File: config.mk
export PLATFORM = sky130hd
export DESIGN_NAME = tick_ctrl
export DESIGN_NICKNAME = d
export VERILOG_FILES = /design/src/rtl/tick_ctrl.sv
export SDC_FILE = /design/constraint.sdc
export NUM_CORES = 1
export LEC_CHECK = 0
export ABC_CLOCK_PERIOD_IN_PS = 1290
export CORE_ASPECT_RATIO = 0.9
export CORE_MARGIN = 1.5
export CORE_UTILIZATION = 35
export DETAILED_ROUTE_END_ITERATION = 7
export PLACE_DENSITY = 0.56
export SETUP_SLACK_MARGIN = 0.1
export SYNTH_ARGS = -nofsm -noshare
export SYNTH_HDL_FRONTEND = slang
export SYNTH_SLANG_ARGS = --single-unit
File: constraint.sdc
create_clock -name clk -period 1.29 [get_ports clk]
set_input_delay 0.1935 -clock clk [delete_from_list [all_inputs] [get_ports clk]]
set_output_delay 0.1935 -clock clk [all_outputs]
set_load 0.1 [all_outputs]
File: src/rtl/tick_ctrl.sv
// tick_ctrl: synchronised, debounced run/step buttons gate a prescaled clk_en tick for gray_Nbits.
// Optional macro TICK_CTRL_AUTORUN_EN: leave reset already in RUN (free-running demo behaviour).
module tick_ctrl #(
    parameter int DIV       = 4,
    parameter int DB_CYCLES = 3
) (
    input  logic clk,
    input  logic rst,
    input  logic btn_run,
    input  logic btn_step,
    output logic clk_en,
    output logic running
);
    // state | meaning
    // PAUSE | idle, prescaler frozen, waiting for a run or step press
    // RUN   | prescaler counting, one tick per wrap
    // STEP  | single-cycle state, one tick issued on leaving it

    localparam int CW  = (DIV > 1) ? $clog2(DIV) : 1;
    localparam int DBW = (DB_CYCLES > 1) ? $clog2(DB_CYCLES) : 1;
    localparam logic [CW-1:0]  CNT_LAST = CW'(DIV - 1);
    localparam logic [DBW-1:0] DB_LAST  = DBW'(DB_CYCLES - 1);
    localparam int B_RUN  = 0;
    localparam int B_STEP = 1;

    typedef enum logic [1:0] {
        S_PAUSE = 2'd0,
        S_RUN   = 2'd1,
        S_STEP  = 2'd2
    } state_t;

`ifdef TICK_CTRL_AUTORUN_EN
    localparam state_t RST_STATE   = S_RUN;
    localparam logic   RST_RUNNING = 1'b1;
`else
    localparam state_t RST_STATE   = S_PAUSE;
    localparam logic   RST_RUNNING = 1'b0;
`endif

    logic [1:0]     r_sync1;
    logic [1:0]     r_sync2;
    logic [1:0]     r_level;
    logic [1:0]     r_level_q;
    logic [1:0]     r_press;
    logic [DBW-1:0] r_db_cnt [2];
    state_t         r_state;
    logic [CW-1:0]  r_cnt;
    logic           w_wrap;

    assign w_wrap = (r_cnt == CNT_LAST);

    // Press pulse is taken from the registered debounced level, so it lags the level by one cycle.
    always_ff @(posedge clk) begin
        if (rst) begin
            r_sync1   <= '0;
            r_sync2   <= '0;
            r_level   <= '0;
            r_level_q <= '0;
            r_press   <= '0;
            for (int i = 0; i < 2; i++) begin
                r_db_cnt[i] <= '0;
            end
        end else begin
            r_sync1   <= {btn_step, btn_run};
            r_sync2   <= r_sync1;
            r_level_q <= r_level;
            r_press   <= r_level & ~r_level_q;
            for (int i = 0; i < 2; i++) begin
                if (r_sync2[i] == r_level[i]) begin
                    r_db_cnt[i] <= '0;
                end else if (r_db_cnt[i] == DB_LAST) begin
                    r_level[i]  <= r_sync2[i];
                    r_db_cnt[i] <= '0;
                end else begin
                    r_db_cnt[i] <= r_db_cnt[i] + DBW'(1);
                end
            end
        end
    end

    always_ff @(posedge clk) begin
        if (rst) begin
            r_state <= RST_STATE;
            r_cnt   <= '0;
            clk_en  <= 1'b0;
            running <= RST_RUNNING;
        end else begin
            clk_en  <= 1'b0;
            running <= (r_state == S_RUN);
            case (r_state)
                S_PAUSE: begin
                    if (r_press[B_RUN]) begin
                        r_state <= S_RUN;
                    end else if (r_press[B_STEP]) begin
                        r_state <= S_STEP;
                    end
                end
                S_RUN: begin
                    r_cnt  <= w_wrap ? '0 : r_cnt + CW'(1);
                    clk_en <= w_wrap;
                    if (r_press[B_RUN]) begin
                        r_state <= S_PAUSE;
                    end
                end
                S_STEP: begin
                    clk_en  <= 1'b1;
                    r_state <= S_PAUSE;
                end
                default: r_state <= S_PAUSE;
            endcase
        end
    end

endmodule

Word-level counts from Yosys, hierarchy flattened
Memories as Yosys holds them, arrays and structs flattened.
Index checks and enable logic that the tools add are counted.
- bits in read-only memories: 0
- bits in latches: 0
- flip-flop bits (word level): 16
- RAM bits: 4
- memories kept: 1
- input port bits: 4
- equality and inequality tests: 9
- bitwise gates (word level): 10
- mux-type cells: 36
- $mul: 0
- reduce and logical (&&, ||, !) cells: 4
- add/sub/neg operators: 3
- $lt $le $gt $ge: 0
- shift operators: 0
- div/mod/pow operators: 0
- memory list (memory ; depth ; bits a word ; read ports ; clocked after Yosys merged registers in ; wr ports ; RTL line ; source):
    r_db_cnt ; 2 ; 2 ; 2 ; 0 ; 2 ; 45 ; logic [DBW-1:0] r_db_cnt [2];
- operators with widths (operator ; number):
    1-bit two-way mux ; 24
    2-bit two-way mux ; 10
    2-bit == test, second input constant ; 4
    2-bit by 1-bit adder with 2-bit output, second input constant ; 3
    1-bit OR ; 6
    2-bit AND reduction ; 3
    2-bit case mux with 2 select lines ; 1
    3-bit inequality test, second input constant ; 1
    2-bit bitwise AND ; 1
    1-bit == test ; 2
    2-bit by 1-bit == test with 1-bit output, second input constant ; 1
    2-bit zero test ; 1
    2-bit inequality test, second input constant ; 1
    1-bit NOT ; 2
    2-bit NOT ; 1
    1-bit case mux with 2 select lines ; 1

Logic depth before layout (Yosys ltp)
Gate-level depths: netlist of run 1.
- word-level depth: 7
- depth in mapped cells: 5

Worst setup path before layout of run 1
OpenSTA, ideal clock, no wires.
- path type: register to register
- from: memory r_db_cnt[0][0] in the netlist's numbering
- to: memory r_db_cnt[0][0] in the netlist's numbering, data pin
- arrival time: 0.993 ns
- library setup time: 0.139 ns
- setup slack: 0.159 ns
- cell stages (with the launch flop): 5
- path through: edfxtp_1 -> inv_1 -> ha_1 -> or3_1 -> nor2_1
- RTL lines (item ; RTL line):
    from (decl) ; 45

==> results of run 1 <==
==> timing repair <==
item,4_1_cts,5_1_grt
resized for setup,1,8
buffers inserted,1,5
hold buffers,0,0
pin swaps,2,4
setup endpoints to repair,4,8
==> worst reg2reg max path: stages (launching register included) <==
cell	delay [ps]
edfxtp_1	360
inv_1	50
ha_2	190
or3_4	340
nor2_2	110
==> report_power, final <==
| group | leakage, nW | internal [mW] | switching (mW) |
|---|---|---|---|
| Sequential | 0.172 | 0.652 | 0.00695 |
| Clock | 0.0210 | 0.172 | 0.180 |
| Combinational | 0.196 | 0.0365 | 0.0276 |
==> layer usage <==
layer | up-vias | wire, µm | track usage, %
li1 | 254 | - | -
met1 | 214 | 524 | 12.25
met2 | 7 | 495 | 14.18
met3 | 2 | 46 | 5.732
met4 | 0 | 12 | 3.158
met5 | - | 0 | 0
==> kinds of logic (layout without fill, tap and decap cells) <==
group	count (synthesis)	after routing	synth area share, %
buffers and inverters	6	21	3.145
flip-flops	20	20	58.28
XOR/XNOR	2	2	2.318
multiplexers	3	3	3.974
other	1	4	0.4962
adder cells (fa/ha/maj)	6	6	9.934
AND/OR/NAND/NOR	26	26	18.54
AO/OA/AOI/OAI	5	5	3.311
==> layout by cell type (no fill, tap or decap), types with 4 or more instances in the layout <==
master | Yosys | final
dfxtp_1 | 16 | 15
a21oi_1 | 4 | 4
conb_1 | 1 | 4
nor2_1 | 10 | 9
nor2b_1 | 9 | 9
buf_4 | 0 | 7
edfxtp_1 | 4 | 4
==> cell type report <==
cell class	instances	share of cell area (%)
clock buffers	4	3.728
multi-input cells	46	33.16
inverters	5	1.928
repair buffers	12	12.60
flip-flops and latches	20	45.37
well taps	25	3.213
==> final timing paths <==
check | depth (start not counted) | to | slack, ps
max | 4 | r_db_cnt[1][0] | 120
min | 1 | r_press[0] | 390
max reg2reg | 4 | r_db_cnt[1][0] | 120
min reg2reg | 1 | r_press[0] | 390
==> sequential cells by signal, indices dropped and copies added, names as in the netlist <==
name and flops:
running 1, r_cnt 2, r_press 2, r_sync1 2, r_state 2, r_sync2 2
r_level 2, clk_en 1, r_db_cnt 4, r_level_q 2
==> metrics.cfg, run 1 <==
[flow_run]
cap_viol_max_count=0

[place]
place_congestion=0.6810
placed_area_um2=870.8
place_ws_ps=15.69
place_inst=102
hpwl_um=732.1
port_buffers=5

[die]
die_h_um=47.08
die_area_um2=2447
die_w_um=51.98
start_util_pct=38.35
core_area_um2=1971
ioPinCount=6
rows=15

[layout]
antennaDiodeCount=0
fill_cells=192
final_core_util_pct=49.40
multi_input_area_um2=322.8
layout-area-overhead-vs-synth_pct=28.81
post-route-cell-area_um2=973.4
ff_latch_area_um2=441.7
layout.cells.non_filler=112
fin_nets=98
layout-drive-gt1-share_pct=26.44

[critical_path]
arrival_ps=1340
rr_startpoint=r_db_cnt[1][0]
start_kind=flip-flop
cpPeakStageDelay_ps=360
required_ps=1460
critPathBufInv=1
critical_path.max_fanout=2
setup.worst_path.class=reg2reg
critPathLaunch=r_db_cnt[1][0]
endpoint_kind=flip-flop
crit_chain=inv_1 > ha_2 > or3_4 > nor2_2
critical_path.top_delay_family=simple AND/OR/NAND/NOR gates
cp_slowest_cell=edfxtp_1

[timing]
fin_crit_sh_pct=91.00
max_freq_mhz=851.9
period_minus_slack_ps=1174
rsz0062_at_grt=true
drv_slew=0
worst_hold_slack_ps=388.2
setup_viol=0
setup_tns_ps=0
timing.final.ws_setup_ps=116.1
hold_viol_final=0
finClkSkew_ps=0.5830

[grt]
grt-ovfl-total=0
grt_use_total_pct=9.773
grt_max_degree=15
grt_pass1_vias=370
grt_pass1_wl_um=1621
antenna_found_initial=0

[power_and_ir_drop]
total_power_mw=1.075
p_leak_nw=0.3886
powerDensity_nw_per_um2=1105
irDropWorstVdd_uv=865.8

[logic_synthesis]
ys_seq_elements=20
async_reset_ff_share_pct=0
synth-main-ff-cell=dfxtp_1
yosys.cell_types.count=17
yosysMostFrequentCell=dfxtp_1
yosys.area.top_type=dfxtp_1
ys_seq_area_share_pct=58.28
yosysWarningCount=0
synth_common_cells=16 x dfxtp_1, 10 x nor2_1, 9 x nor2b_1
syn_inst=69
syn-cell-area_um2=755.7
synth_top_area_share_pct=42.38
synth_edf_count=4
synth.area.top_cells=dfxtp_1 42%, edfxtp_1 16%, ha_1 9.9%
avgSynthCellArea_um2=10.95

[clock_tree]
cts.clk_slew.worst_paths_ps=100
clock_path_buffers=2
root_buffer=clkbuf_4
cts_made_buffers=3
cts_sinks=20
cts_max_level=1
clock_latency_ps=290
cts_tree=yes

[min_path]
hold_class=reg2reg
hold_start=r_level_q[0]

[routing]
route.vias.total=477
drc_errors=0
wirelength_um=1078
drt-vias-per-instance=4.259
drt-wirelength-per-cell_um=9.625
ant_nets=0
drt-initial-drc-count=1
dr.pass1.iters=4

[run_status]
outcome=finished clean

No activity file was read; power rests on OpenSTA's default activity.
==> run 2, diff against run 1 <==
--- a/config.mk
+++ b/config.mk
@@ -9,6 +9,7 @@
 export CORE_ASPECT_RATIO = 0.9
 export CORE_MARGIN = 1.5
 export CORE_UTILIZATION = 35
+export CTS_CLUSTER_DIAMETER = 120
 export DETAILED_ROUTE_END_ITERATION = 7
 export PLACE_DENSITY = 0.56
 export SETUP_SLACK_MARGIN = 0.1
==> results of run 2 <==
Final layout, timing and power as in run 1 (identical DEF).
